File: config.mk
export PLATFORM = sky130hd
export DESIGN_NAME = sel_rr_arb
export DESIGN_NICKNAME = d
export VERILOG_FILES = /design/src/rtl/sel_rr_arb_pkg.sv /design/src/rtl/rr_pick.sv /design/src/rtl/sel.sv /design/src/rtl/sel_rr_arb.sv
export SDC_FILE = /design/constraint.sdc
export NUM_CORES = 1
export LEC_CHECK = 0
export ABC_AREA = 0
export BUFFER_PORTS_ARGS = -buffer_cell sky130_fd_sc_hd__buf_2
export CAP_MARGIN = 20
export CORE_MARGIN = 10
export CORE_UTILIZATION = 39
export CTS_BUF_LIST = sky130_fd_sc_hd__clkbuf_8
export CTS_CLUSTER_DIAMETER = 60
export DETAILED_ROUTE_END_ITERATION = 6
export PLACE_DENSITY = 0.8
export SYNTH_ARGS = -nofsm -noshare
export SYNTH_HDL_FRONTEND = slang
export SYNTH_SLANG_ARGS = --single-unit
File: constraint.sdc
create_clock -name clk -period 1.6 [get_ports clk]
set_input_delay 0.08 -clock clk [delete_from_list [all_inputs] [get_ports clk]]
set_output_delay 0.08 -clock clk [all_outputs]
set_load 0.02 [all_outputs]
File: src/rtl/sel_rr_arb_pkg.sv
// Shared helpers for the round-robin arbiter front end.
// PTR_W(n) sizes the priority pointer; never narrower than one bit.
package sel_rr_arb_pkg;

    function automatic int unsigned PTR_W(input int unsigned n);
        return (n > 1) ? $clog2(n) : 1;
    endfunction

endpackage

File: src/rtl/rr_pick.sv
// Round-robin pick: first set bit of i_vld scanning cyclically upward from i_ptr.
// Double-width priority encode with the pointer-masked copy taking precedence.
module rr_pick
    import sel_rr_arb_pkg::*;
#(
    parameter int unsigned N = 4
) (
    input  logic [N-1:0]          i_vld,
    input  logic [PTR_W(N)-1:0]   i_ptr,
    output logic [N-1:0]          o_gnt
);

    logic [N-1:0]   mask;
    logic [2*N-1:0] dbl;
    logic [2*N-1:0] dbl_gnt;
    logic           found;

    always_comb begin
        mask = '0;
        for (int unsigned i = 0; i < N; i++) begin
            mask[i] = (i >= 32'(i_ptr));
        end

        // Low half: requests at or above ptr; high half: all requests, used on wrap.
        dbl     = {i_vld, i_vld & mask};
        dbl_gnt = '0;
        found   = 1'b0;
        for (int unsigned i = 0; i < 2 * N; i++) begin
            if (dbl[i] && !found) begin
                dbl_gnt[i] = 1'b1;
                found      = 1'b1;
            end
        end

        o_gnt = dbl_gnt[N-1:0] | dbl_gnt[2*N-1:N];
    end

endmodule

File: src/rtl/sel.sv
// One-hot AND-OR payload selector: o_data is the slice of i_data whose i_sel bit is set.
// An all-zero select yields zero.
module sel #(
    parameter int unsigned W = 32,
    parameter int unsigned N = 4
) (
    input  logic [N*W-1:0] i_data,
    input  logic [N-1:0]   i_sel,
    output logic [W-1:0]   o_data
);

    always_comb begin
        o_data = '0;
        for (int unsigned i = 0; i < N; i++) begin
            if (i_sel[i]) begin
                o_data = o_data | i_data[W*i +: W];
            end
        end
    end

endmodule

File: src/rtl/sel_rr_arb.sv
// Round-robin arbiter sharing one registered W-bit output among N valid/ready requesters.
// Winner payload is steered through the one-hot sel datapath; one transfer per cycle.
module sel_rr_arb
    import sel_rr_arb_pkg::*;
#(
    parameter int unsigned W = 32,
    parameter int unsigned N = 4
) (
    input  logic           clk,
    input  logic           arst,
    input  logic [N-1:0]   i_req_vld,
    input  logic [N*W-1:0] i_req_data,
    output logic [N-1:0]   o_req_rdy,
    output logic           o_vld,
    output logic [W-1:0]   o_data,
    output logic [N-1:0]   o_gnt,
    input  logic           i_rdy
);

    localparam int unsigned PtrW = PTR_W(N);

    logic            vld_q, vld_d;
    logic [W-1:0]    data_q, data_d;
    logic [N-1:0]    gnt_q, gnt_d;
    logic [PtrW-1:0] ptr_q, ptr_d;

    logic            ld;
    logic [N-1:0]    gnt;
    logic [W-1:0]    sel_data;
    logic [PtrW-1:0] gnt_idx;

    rr_pick #(
        .N(N)
    ) u_rr_pick (
        .i_vld (i_req_vld),
        .i_ptr (ptr_q),
        .o_gnt (gnt)
    );

    sel #(
        .W(W),
        .N(N)
    ) u_sel (
        .i_data (i_req_data),
        .i_sel  (gnt),
        .o_data (sel_data)
    );

    always_comb begin
        gnt_idx = '0;
        for (int unsigned i = 0; i < N; i++) begin
            if (gnt[i]) begin
                gnt_idx = PtrW'(i);
            end
        end
    end

    assign ld = !vld_q || i_rdy;

    // Gated by arst so nothing handshakes while the output register is being cleared.
    assign o_req_rdy = (ld && !arst) ? gnt : '0;

    always_comb begin
        vld_d  = vld_q;
        data_d = data_q;
        gnt_d  = gnt_q;
        ptr_d  = ptr_q;
        if (ld) begin
            if (|gnt) begin
                vld_d  = 1'b1;
                data_d = sel_data;
                gnt_d  = gnt;
                ptr_d  = (gnt_idx == PtrW'(N - 1)) ? '0 : gnt_idx + PtrW'(1);
            end else begin
                vld_d = 1'b0;
                gnt_d = '0;
            end
        end
    end

    always_ff @(posedge clk or posedge arst) begin
        if (arst) begin
            vld_q  <= 1'b0;
            data_q <= '0;
            gnt_q  <= '0;
            ptr_q  <= '0;
        end else begin
            vld_q  <= vld_d;
            data_q <= data_d;
            gnt_q  <= gnt_d;
            ptr_q  <= ptr_d;
        end
    end

    assign o_vld  = vld_q;
    assign o_data = data_q;
    assign o_gnt  = gnt_q;

endmodule

==> results of run 1 <==
power breakdown:
| group | switching (mW) | total, mW | internal [mW] |
|---|---|---|---|
| registers | 0.174 | 1.46 | 1.28 |
| clock network | 0.361 | 0.655 | 0.294 |
| logic | 1.59 | 2.80 | 1.21 |
| total | 2.13 | 4.92 | 2.79 |
worst paths after layout:
check | startpoint | to | slack [ns] | depth (start not counted)
min in group asynchronous | arst | o_data[27] | 0.45 | 3
min reg2reg | o_gnt[2] | o_gnt[2] | 0.49 | 2
min | i_req_data[75] | o_data[11] | 0.04 | 3
max in group asynchronous | arst | o_data[29] | 0.62 | 4
max reg2reg | ptr_q[1] | ptr_q[1] | -0.04 | 5
max | ptr_q[1] | o_req_rdy[1] | -0.07 | 5
per-layer routing:
layer | vias to the layer above | share of wire
li1 | 1509 | -
met1 | 1539 | 0.37
met2 | 198 | 0.49
met3 | 48 | 0.090
met4 | 0 | 0.045
met5 | - | 0
critical path, cell delays in order (launching register included):
cell	delay (ns)
sky130_fd_sc_hd__dfrtp_2	0.46
sky130_fd_sc_hd__a21oi_2	0.16
sky130_fd_sc_hd__o221a_4	0.22
sky130_fd_sc_hd__buf_12	0.11
sky130_fd_sc_hd__nor3b_4	0.19
sky130_fd_sc_hd__buf_6	0.14
cell usage after synthesis (3+ instances only):
cell,count
sky130_fd_sc_hd__a21oi_1,34
sky130_fd_sc_hd__a22oi_1,32
sky130_fd_sc_hd__dfrtp_1,39
sky130_fd_sc_hd__o21ai_0,35
sky130_fd_sc_hd__a31oi_1,32
sky130_fd_sc_hd__nor2b_1,4
sky130_fd_sc_hd__nor2_1,36
sky130_fd_sc_hd__buf_2,10
sky130_fd_sc_hd__and3_1,32
sky130_fd_sc_hd__buf_4,3
sky130_fd_sc_hd__buf_6,4
sky130_fd_sc_hd__clkbuf_1,17
sky130_fd_sc_hd__nand2_1,3
sky130_fd_sc_hd__inv_1,4
final cells by class:
| type | instances | area, um^2 | area share |
|---|---|---|---|
| Sequential cell | 39 | 977 | 0.247 |
| Multi-Input combinational cell | 230 | 1520 | 0.384 |
| Inverter | 4 | 15.0 | 0.00380 |
| Clock buffer | 5 | 68.8 | 0.0174 |
| Tap cell | 77 | 96.3 | 0.0244 |
| Timing Repair Buffer | 206 | 1270 | 0.321 |
| Clock inverter | 3 | 12.5 | 0.00316 |
per-stage QoR:
stage	instance area [um^2]	instances	setup slack, ns	utilization	power, mW
2_1_floorplan	2530	308	0.0399	-	2.89
3_3_place_gp	3520	544	0.0576	0.557	3.68
3_5_place_dp	3520	544	-0.00342	0.557	3.75
4_1_cts	3820	563	-0.0627	0.605	4.69
5_1_grt	3950	564	-0.127	0.626	5.20
6_report	3950	564	-0.0662	0.626	4.92
registers in the layout, indices dropped and copies added, names as in the netlist:
signal / cells
o_data: 32
o_gnt: 4
o_vld: 1
ptr_q: 2
kinds of logic after synthesis:
group / share of synthesized area
simple gates: 0.171
flops: 0.389
compound gates: 0.351
buf+inv: 0.0803
mux: 0.00897
what timing repair did:
action | in CTS | in global routing
buffers inserted | 8 | 0
setup endpoints to repair | 5 | 40
hold buffers | 1 | 0
gates resized for setup | 26 | 39
endpoints found under the hold margin | 17 | 0
gates cloned | 2 | 1
pin swaps | 4 | 3
==> impl_metrics.ini, run 1 <==
[synth]
post_synth_instance_area_um2 = 2510
yosysSeqAreaShare = 0.389
yosys_most_used_dff = sky130_fd_sc_hd__dfrtp_1
yosysTopAreaCell = sky130_fd_sc_hd__dfrtp_1
synth_cell_type_count = 32
post_synth_main_area_contributors = sky130_fd_sc_hd__dfrtp_1 (39%), sky130_fd_sc_hd__a22oi_1 (9.6%), sky130_fd_sc_hd__a31oi_1 (8.0%), sky130_fd_sc_hd__and3_1 (8.0%), sky130_fd_sc_hd__o21ai_0 (7.0%)
ys_async_sr_fraction = 1.00
yosys.area.top_type_share = 0.389
post_synth.cell_area_avg_um2 = 8.15
synth-warning-count = 0
ys_ff_latch = 39
syn-instance-count = 308
number_of_flops_mapped_to_enable_cells_by_yosys = 0
synthesis.nets = 443

[placement]
quantity_of_i_o_buffers_inserted_on_ports = 175
gp_routability_congestion = 0.839
place_hpwl_um = 8020

[global_routing]
first_pass_grt_wire_length_um = 17600
track_usage = 0.214
met3_usage = 0.0625
first_global_vias = 3584
overflow = 0
pin_count_of_the_biggest_net_entering_global_routing = 35
antenna_found_initial = 0
use_met2 = 0.365
grtUsageMet1 = 0.234
grt_most_used_layer = met2

[sta]
timing.max_slew.rel_slack = 0.487
post-route-worst-setup-slack_ns = -0.0662
worst_hold_slack_ns = 0.0378
setup-tns-final_ns = -0.249
maxClockFrequency_ghz = 0.600
finalHoldViolCount = 0
fin_crit_sh = 1.04
period_needed_ns = 1.67
worstMarginPinSlew_ns = 0.765
timing.final.setup_violations = 7
rsz_0062_raised_after_global_routing = yes
timing_max_transition_violations_final = 0
fin_skew_ns = 0.0119

[status]
outcome = finished, violations left
failed_checks = setup timing

[clock_tree]
cts_root_buffer = sky130_fd_sc_hd__clkbuf_8
clk-insertion-delay-late_ns = 0.30
cts.reportedPaths.clkPinSlew_ns = 0.08
cts_buffers = 5
max-clock-path-buffers = 2
cts_tree = built
ctsHtreeMaxLevel = 2
cts_num_sinks = 39

[detailed_routing]
ant_nets = 0
post_drt_via_cell_ratio = 5.84
drt_iter0_drc = 207
route.detailed.drc = 0
routed_wirelength_um = 11600
detailed_routing_iteration_count_for_the_pre_antenna_repair_pass = 5
routed_wire_length_per_instance_um = 20.6
detailroute.via_count = 3294

[floorplanning]
die_area_um2 = 10000
design.portCount = 176
core_area_um2 = 6310
dieHeight_um = 100
chipWidth_um = 100
start_util = 0.398
placementRows = 29

[pwr]
leakagePower_nw = 1.95
vdd_drop_max_v = 0.000570
pwr_density_cell_nw_per_um2 = 1240

[critical_path]
setup.worst_path.class = flop to output pin
required_time_reported_for_the_critical_path_endpoint_ns = 1.52
worst_setup_ep_type = output pin
cp.arrival_ns = 1.59
timing.critical_path.fanout_max = 6
worst_setup_path_start_kind = flop

[flow_run]
max_cap_viol_count = 0

[final_layout]
drive_above_1_share = 0.513
fillers = 570
most_frequent_cells_in_the_layout = sky130_fd_sc_hd__buf_2 (172), sky130_fd_sc_hd__dfrtp_1 (38), sky130_fd_sc_hd__nor2_1 (34)
nets = 621
number_of_antenna_diodes = 0
flow.area_growth_from_synthesis_pct = 57.5
layout_commonest_cell = sky130_fd_sc_hd__buf_2

[worst_hold_path]
min_path_type = primary input to flop
No activity file was read; power rests on OpenSTA's default activity.
==> inputs of run 2 (changes only) <==
--- a/config.mk
+++ b/config.mk
@@ -8,3 +8,3 @@
 export ABC_AREA = 0
-export BUFFER_PORTS_ARGS = -buffer_cell sky130_fd_sc_hd__buf_2
+export BUFFER_PORTS_ARGS = -buffer_cell sky130_fd_sc_hd__buf_4
 export CAP_MARGIN = 20
--- a/constraint.sdc
+++ b/constraint.sdc
@@ -3,2 +3,2 @@
 set_output_delay 0.08 -clock clk [all_outputs]
-set_load 0.02 [all_outputs]
+set_load 0.05 [all_outputs]
==> impl_metrics.ini, run 2 (synthesized netlist as in run 1, its figures left out) <==
[status]
outcome = finished, violations left
failed_checks = setup timing

[sta]
fin_crit_sh = 1.07
worst_hold_slack_ns = 0.0551
finalHoldViolCount = 0
timing_max_transition_violations_final = 0
fin_skew_ns = 0.00418
post-route-worst-setup-slack_ns = -0.112
timing.max_slew.rel_slack = 0.618
period_needed_ns = 1.71
rsz_0062_raised_after_global_routing = yes
setup-tns-final_ns = -0.753
worstMarginPinSlew_ns = 0.569
maxClockFrequency_ghz = 0.584
timing.final.setup_violations = 27

[final_layout]
most_frequent_cells_in_the_layout = sky130_fd_sc_hd__buf_4 (193), sky130_fd_sc_hd__dfrtp_1 (36), sky130_fd_sc_hd__nor2_1 (34)
largest_register_ffs = 32
nets = 623
drive_above_1_share = 0.542
number_of_antenna_diodes = 0
flow.area_growth_from_synthesis_pct = 78.0
layout_commonest_cell = sky130_fd_sc_hd__buf_4

[detailed_routing]
routed_wirelength_um = 11600
route.detailed.drc = 0
detailroute.via_count = 3303
ant_nets = 0
detailed_routing_iteration_count_for_the_pre_antenna_repair_pass = 7
drt_iter0_drc = 207
post_drt_via_cell_ratio = 5.84
routed_wire_length_per_instance_um = 20.5

[pwr]
leakagePower_nw = 2.12
share_comb_of_total_power = 0.611
pwr_density_cell_nw_per_um2 = 1360
power.sequential.fraction = 0.245
vdd_drop_max_v = 0.000826
power.share.clock = 0.144
power.share.switching = 0.465
p_sw_mw = 2.82
p_int_mw = 3.24

[placement]
quantity_of_i_o_buffers_inserted_on_ports = 175
place_hpwl_um = 8550
gp_routability_congestion = 0.881

[critical_path]
worstPathCellList = buf_6, o2bb2ai_2, a32o_2, buf_6, nor3b_4, buf_6
critical-path-top-cell-by-count = sky130_fd_sc_hd__buf_6
timing.critical_path.slowest_cell_delay_ns = 0.45
cp.arrival_ns = 1.63
worst_setup_ep_type = output pin
worst-path-buf-inv = 3
crit-reg2reg-capture = ptr_q[1]
setup.worst_path.class = flop to output pin
timing.rr.start = ptr_q[1]
setup.reg_to_reg.worst_slack_ns = -0.06
required_time_reported_for_the_critical_path_endpoint_ns = 1.52
crit_path_top_delay_cell = sky130_fd_sc_hd__dfrtp_2
worst_setup_path_start_kind = flop
timing.critical_path.fanout_max = 6
ff2ff_path_depth = 4
critical-path-top-delay-family = flip-flops

[global_routing]
overflow = 0
first_global_vias = 3511
track_usage = 0.210
first_pass_grt_wire_length_um = 17300
antenna_found_initial = 0
pin_count_of_the_biggest_net_entering_global_routing = 33

[clock_tree]
cts_root_buffer = sky130_fd_sc_hd__clkbuf_8
ctsHtreeMaxLevel = 2
cts.reportedPaths.clkPinSlew_ns = 0.08
cts_buffers = 5
cts_num_sinks = 39
cts_tree = built
clk-insertion-delay-late_ns = 0.30
max-clock-path-buffers = 2

[floorplanning]
chipWidth_um = 100
design.portCount = 176
dieHeight_um = 100
die_area_um2 = 10000
start_util = 0.398
core_area_um2 = 6310
placementRows = 29

[worst_hold_path]
hold_start = i_req_data[65]
min_path_type = primary input to flop
whs_endpoint = o_data[1]
hold-path-cell-count = 3

[flow_run]
max_cap_viol_count = 0
-- run 2: cell types whose count changed in the layout (fill, tap and decap cells not counted), moves of 4 or more --
cell,previous run,this run
sky130_fd_sc_hd__buf_2,172,0
sky130_fd_sc_hd__a22oi_1,14,27
sky130_fd_sc_hd__a21oi_4,0,4
sky130_fd_sc_hd__o21ai_1,10,3
sky130_fd_sc_hd__buf_6,11,7
sky130_fd_sc_hd__buf_4,15,193
sky130_fd_sc_hd__o21ai_0,25,32
sky130_fd_sc_hd__a21oi_2,2,20
sky130_fd_sc_hd__a22oi_2,18,5
sky130_fd_sc_hd__a21oi_1,32,10
-- run 2: power groups by stage --
stage | registers [mW] | logic, mW | clock network, mW
2_1_floorplan | 2.43 | 1.16 | 0
3_3_place_gp | 1.47 | 3.22 | 0
3_5_place_dp | 1.49 | 3.25 | 0
4_1_cts | 1.47 | 3.40 | 0.889
5_1_grt | 1.52 | 3.89 | 0.924
6_report | 1.48 | 3.70 | 0.873
-- run 2: how the worst max path moves through the flow --
stage	slack (ns)	cells after the start	end	startpoint
2_1_floorplan	-0.0009	6	o_req_rdy[1]	ptr_q[1]
3_3_place_gp	0.02	4	ptr_q[1]	ptr_q[1]
3_5_place_dp	-0.02	4	ptr_q[1]	ptr_q[1]
4_1_cts	-0.10	6	o_req_rdy[0]	ptr_q[1]
5_1_grt	-0.15	6	o_req_rdy[0]	ptr_q[1]
6_report	-0.11	6	o_req_rdy[0]	ptr_q[1]
-- run 2: layout make-up --
type / instances / area [um^2]
multi-input combinational: 230 / 1580
tap: 77 / 96.3
clock buffer: 6 / 82.6
clock inverter: 2 / 35.0
timing repair buffer: 208 / 1680
inverter: 4 / 15.0
fill: 496 / 1850
sequential: 39 / 980
-- run 2: stage by stage --
stage                      util  instances  worst slack, ns  cell area, um^2  power [mW]
after floorplan               -        308        -0.000949             2590        3.59
after global placement    0.633        549           0.0196             4000        4.69
after detailed placement  0.633        549          -0.0154             4000        4.75
after CTS                 0.669        562           -0.101             4230        5.76
after global routing      0.708        566           -0.149             4470        6.33
final                     0.708        566           -0.112             4470        6.06
-- run 2: timing repair --
item | in CTS | in global routing
pin swaps | 6 | 4
endpoints found under the hold margin | 14 | 0
hold buffers | 1 | 0
gates cloned | 0 | 2
buffers inserted | 4 | 2
endpoints found under the setup margin | 10 | 37
resized for setup | 22 | 42
-- run 2: worst register-to-register path, cell delays in order (launching register included) --
cell                      delay (ns)
sky130_fd_sc_hd__dfrtp_2        0.45
sky130_fd_sc_hd__buf_4          0.15
sky130_fd_sc_hd__o211a_1        0.29
sky130_fd_sc_hd__or3_1          0.36
sky130_fd_sc_hd__a221o_1        0.29
-- run 2: routing by layer --
layer | vias to the layer above | track usage | part of all wire
li1 | 1515 | - | -
met1 | 1598 | 0.238 | 0.38
met2 | 173 | 0.363 | 0.51
met3 | 17 | 0.0714 | 0.096
met4 | 0 | 0.0674 | 0.014
met5 | - | 0 | 0
==> inputs of run 3 (changes only) <==
ABC_CLOCK_PERIOD_IN_PS = 1600   (was unset)
CORE_MARGIN = 1   (was 10)
PLACE_DENSITY = 0.84   (was 0.8)
==> impl_metrics.ini, run 3 (synthesized netlist as in run 1, its figures left out) <==
[status]
outcome = finished, violations left
failed_checks = setup timing

[sta]
maxClockFrequency_ghz = 0.580
fin_crit_sh = 1.08
finalHoldViolCount = 0
timing.final.setup_violations = 22
post-route-worst-setup-slack_ns = -0.123
fin_skew_ns = 0.00966
setup-tns-final_ns = -1.54
period_needed_ns = 1.72
worstMarginPinSlew_ns = 0.371
timing.max_slew.rel_slack = 0.751
timing_max_transition_violations_final = 0
worst_hold_slack_ns = 0.0582
rsz_0062_raised_after_global_routing = yes

[detailed_routing]
routed-wl-met2_um = 5680
post_drt_via_cell_ratio = 6.05
drt_met1_wl_um = 4160
detailed_routing_iteration_count_for_the_pre_antenna_repair_pass = 5
drt_iter0_drc = 219
routed_wirelength_um = 11200
routed_wire_length_per_instance_um = 19.4
route.detailed.drc = 0
met3_wirelength_um = 1020
route.top_layer_used = met4
detailroute.via_count = 3484
ant_nets = 0

[global_routing]
overflow = 0
track_usage = 0.314
first_global_vias = 3264
first_pass_grt_wire_length_um = 15900
antenna_found_initial = 0
pin_count_of_the_biggest_net_entering_global_routing = 33

[placement]
postPlaceCellArea_um2 = 4050
gp_routability_congestion = 0.889
quantity_of_i_o_buffers_inserted_on_ports = 175
place_hpwl_um = 7440
number_of_placed_cells_counting_well_taps = 551

[final_layout]
finalNonFillerCells = 576
drive_above_1_share = 0.567
flow.area_growth_from_synthesis_pct = 85.3
most_frequent_cells_in_the_layout = sky130_fd_sc_hd__buf_4 (197), sky130_fd_sc_hd__dfrtp_1 (36), sky130_fd_sc_hd__nor2_1 (34)
number_of_antenna_diodes = 0
fillers = 435
largest_register_ffs = 32
stdcell_area_um2 = 4650
layout_commonest_cell = sky130_fd_sc_hd__buf_4
nets = 636

[clock_tree]
cts_root_buffer = sky130_fd_sc_hd__clkbuf_8
ctsHtreeMaxLevel = 2
cts_num_sinks = 39
cts_buffers = 5
max-clock-path-buffers = 2
cts.reportedPaths.clkPinSlew_ns = 0.08
clk-insertion-delay-late_ns = 0.29
cts_tree = built

[floorplanning]
die_area_um2 = 6760
core_area_um2 = 6060
placementRows = 28
start_util = 0.414
chipWidth_um = 82.2
dieHeight_um = 82.2
design.portCount = 176

[critical_path]
timing.critical_path.slowest_cell_delay_ns = 0.43
timing.rr.start = ptr_q[1]
setup.worst_path.class = flop to output pin
worstPathCellList = buf_4, o21ai_1, a32o_2, nor3b_4, buf_6
worst_setup_ep_type = output pin
cp.arrival_ns = 1.64
required_time_reported_for_the_critical_path_endpoint_ns = 1.52
timing.critical_path.fanout_max = 5
worst_setup_path_start_kind = flop
crit_path_top_delay_cell = sky130_fd_sc_hd__dfrtp_2
crit_start = ptr_q[1]

[pwr]
leakagePower_nw = 2.20
vdd_drop_max_v = 0.000757
pwr_density_cell_nw_per_um2 = 1330

[worst_hold_path]
min_path_type = primary input to flop
hold_start = i_req_data[68]

[flow_run]
max_cap_viol_count = 0
-- run 3: changes by cell type in the layout (fill, tap and decap cells not counted), moves of 6 or more --
cell / change
sky130_fd_sc_hd__a22oi_1: -18
sky130_fd_sc_hd__a21oi_2: -6
sky130_fd_sc_hd__a21oi_1: +9
sky130_fd_sc_hd__a22oi_2: +18
-- run 3: timing repair --
item / 4_1_cts / 5_1_grt
endpoints found under the setup margin: 10 / 39
resized for setup: 28 / 54
cloned: 1 / 3
hold endpoints to repair: 7 / 0
pin swaps: 7 / 22
setup buffers: 9 / 4
hold buffers: 1 / 0
-- run 3: power by group --
| part | switching (mW) | internal, mW | total (mW) |
|---|---|---|---|
| logic | 2.38 | 1.69 | 4.07 |
| clock network | 0.345 | 0.288 | 0.634 |
| registers | 0.187 | 1.29 | 1.47 |
-- run 3: area by class of cell --
type / instances / area (um^2) / share of cell area
Clock buffer: 5 / 68.8 / 0.0148
Clock inverter: 2 / 7.51 / 0.00161
Inverter: 4 / 15.0 / 0.00323
Multi-Input combinational cell: 230 / 1620 / 0.348
Sequential cell: 39 / 980 / 0.211
Tap cell: 75 / 93.8 / 0.0202
Timing Repair Buffer: 221 / 1870 / 0.401
-- run 3: final timing paths --
check	end	slack (ns)	depth (start not counted)
max in group asynchronous	o_data[17]	0.79	4
min in group asynchronous	o_data[27]	0.34	3
worst min register to register	o_gnt[3]	0.49	2
worst max register to register	o_data[30]	-0.11	8
worst min-delay path	o_data[4]	0.06	3
worst max-delay path	o_req_rdy[0]	-0.12	5
-- run 3: metal layers --
layer | track usage | vias to the layer above
met3 | 0.0626 | 34
met5 | 0 | -
met1 | 0.362 | 1650
met2 | 0.561 | 259
li1 | - | 1541
met4 | 0.135 | 0
-- run 3: critical path: cells and delay by family (launching register included) --
family | cells | cell delay, ns
DFF | 1 | 0.43
AOI/OAI and AO/OA | 2 | 0.35
buffers and inverters | 2 | 0.34
and+or+nand+nor | 1 | 0.23
-- run 3: stage by stage --
step	power, mW	worst slack [ns]	util
finish	6.18	-0.123	0.767
global route	6.44	-0.177	0.767
CTS	5.69	-0.120	0.716
detailed placement	4.75	-0.0280	0.668
global placement	4.69	0.0354	0.668
floorplan	3.59	-0.000949	-
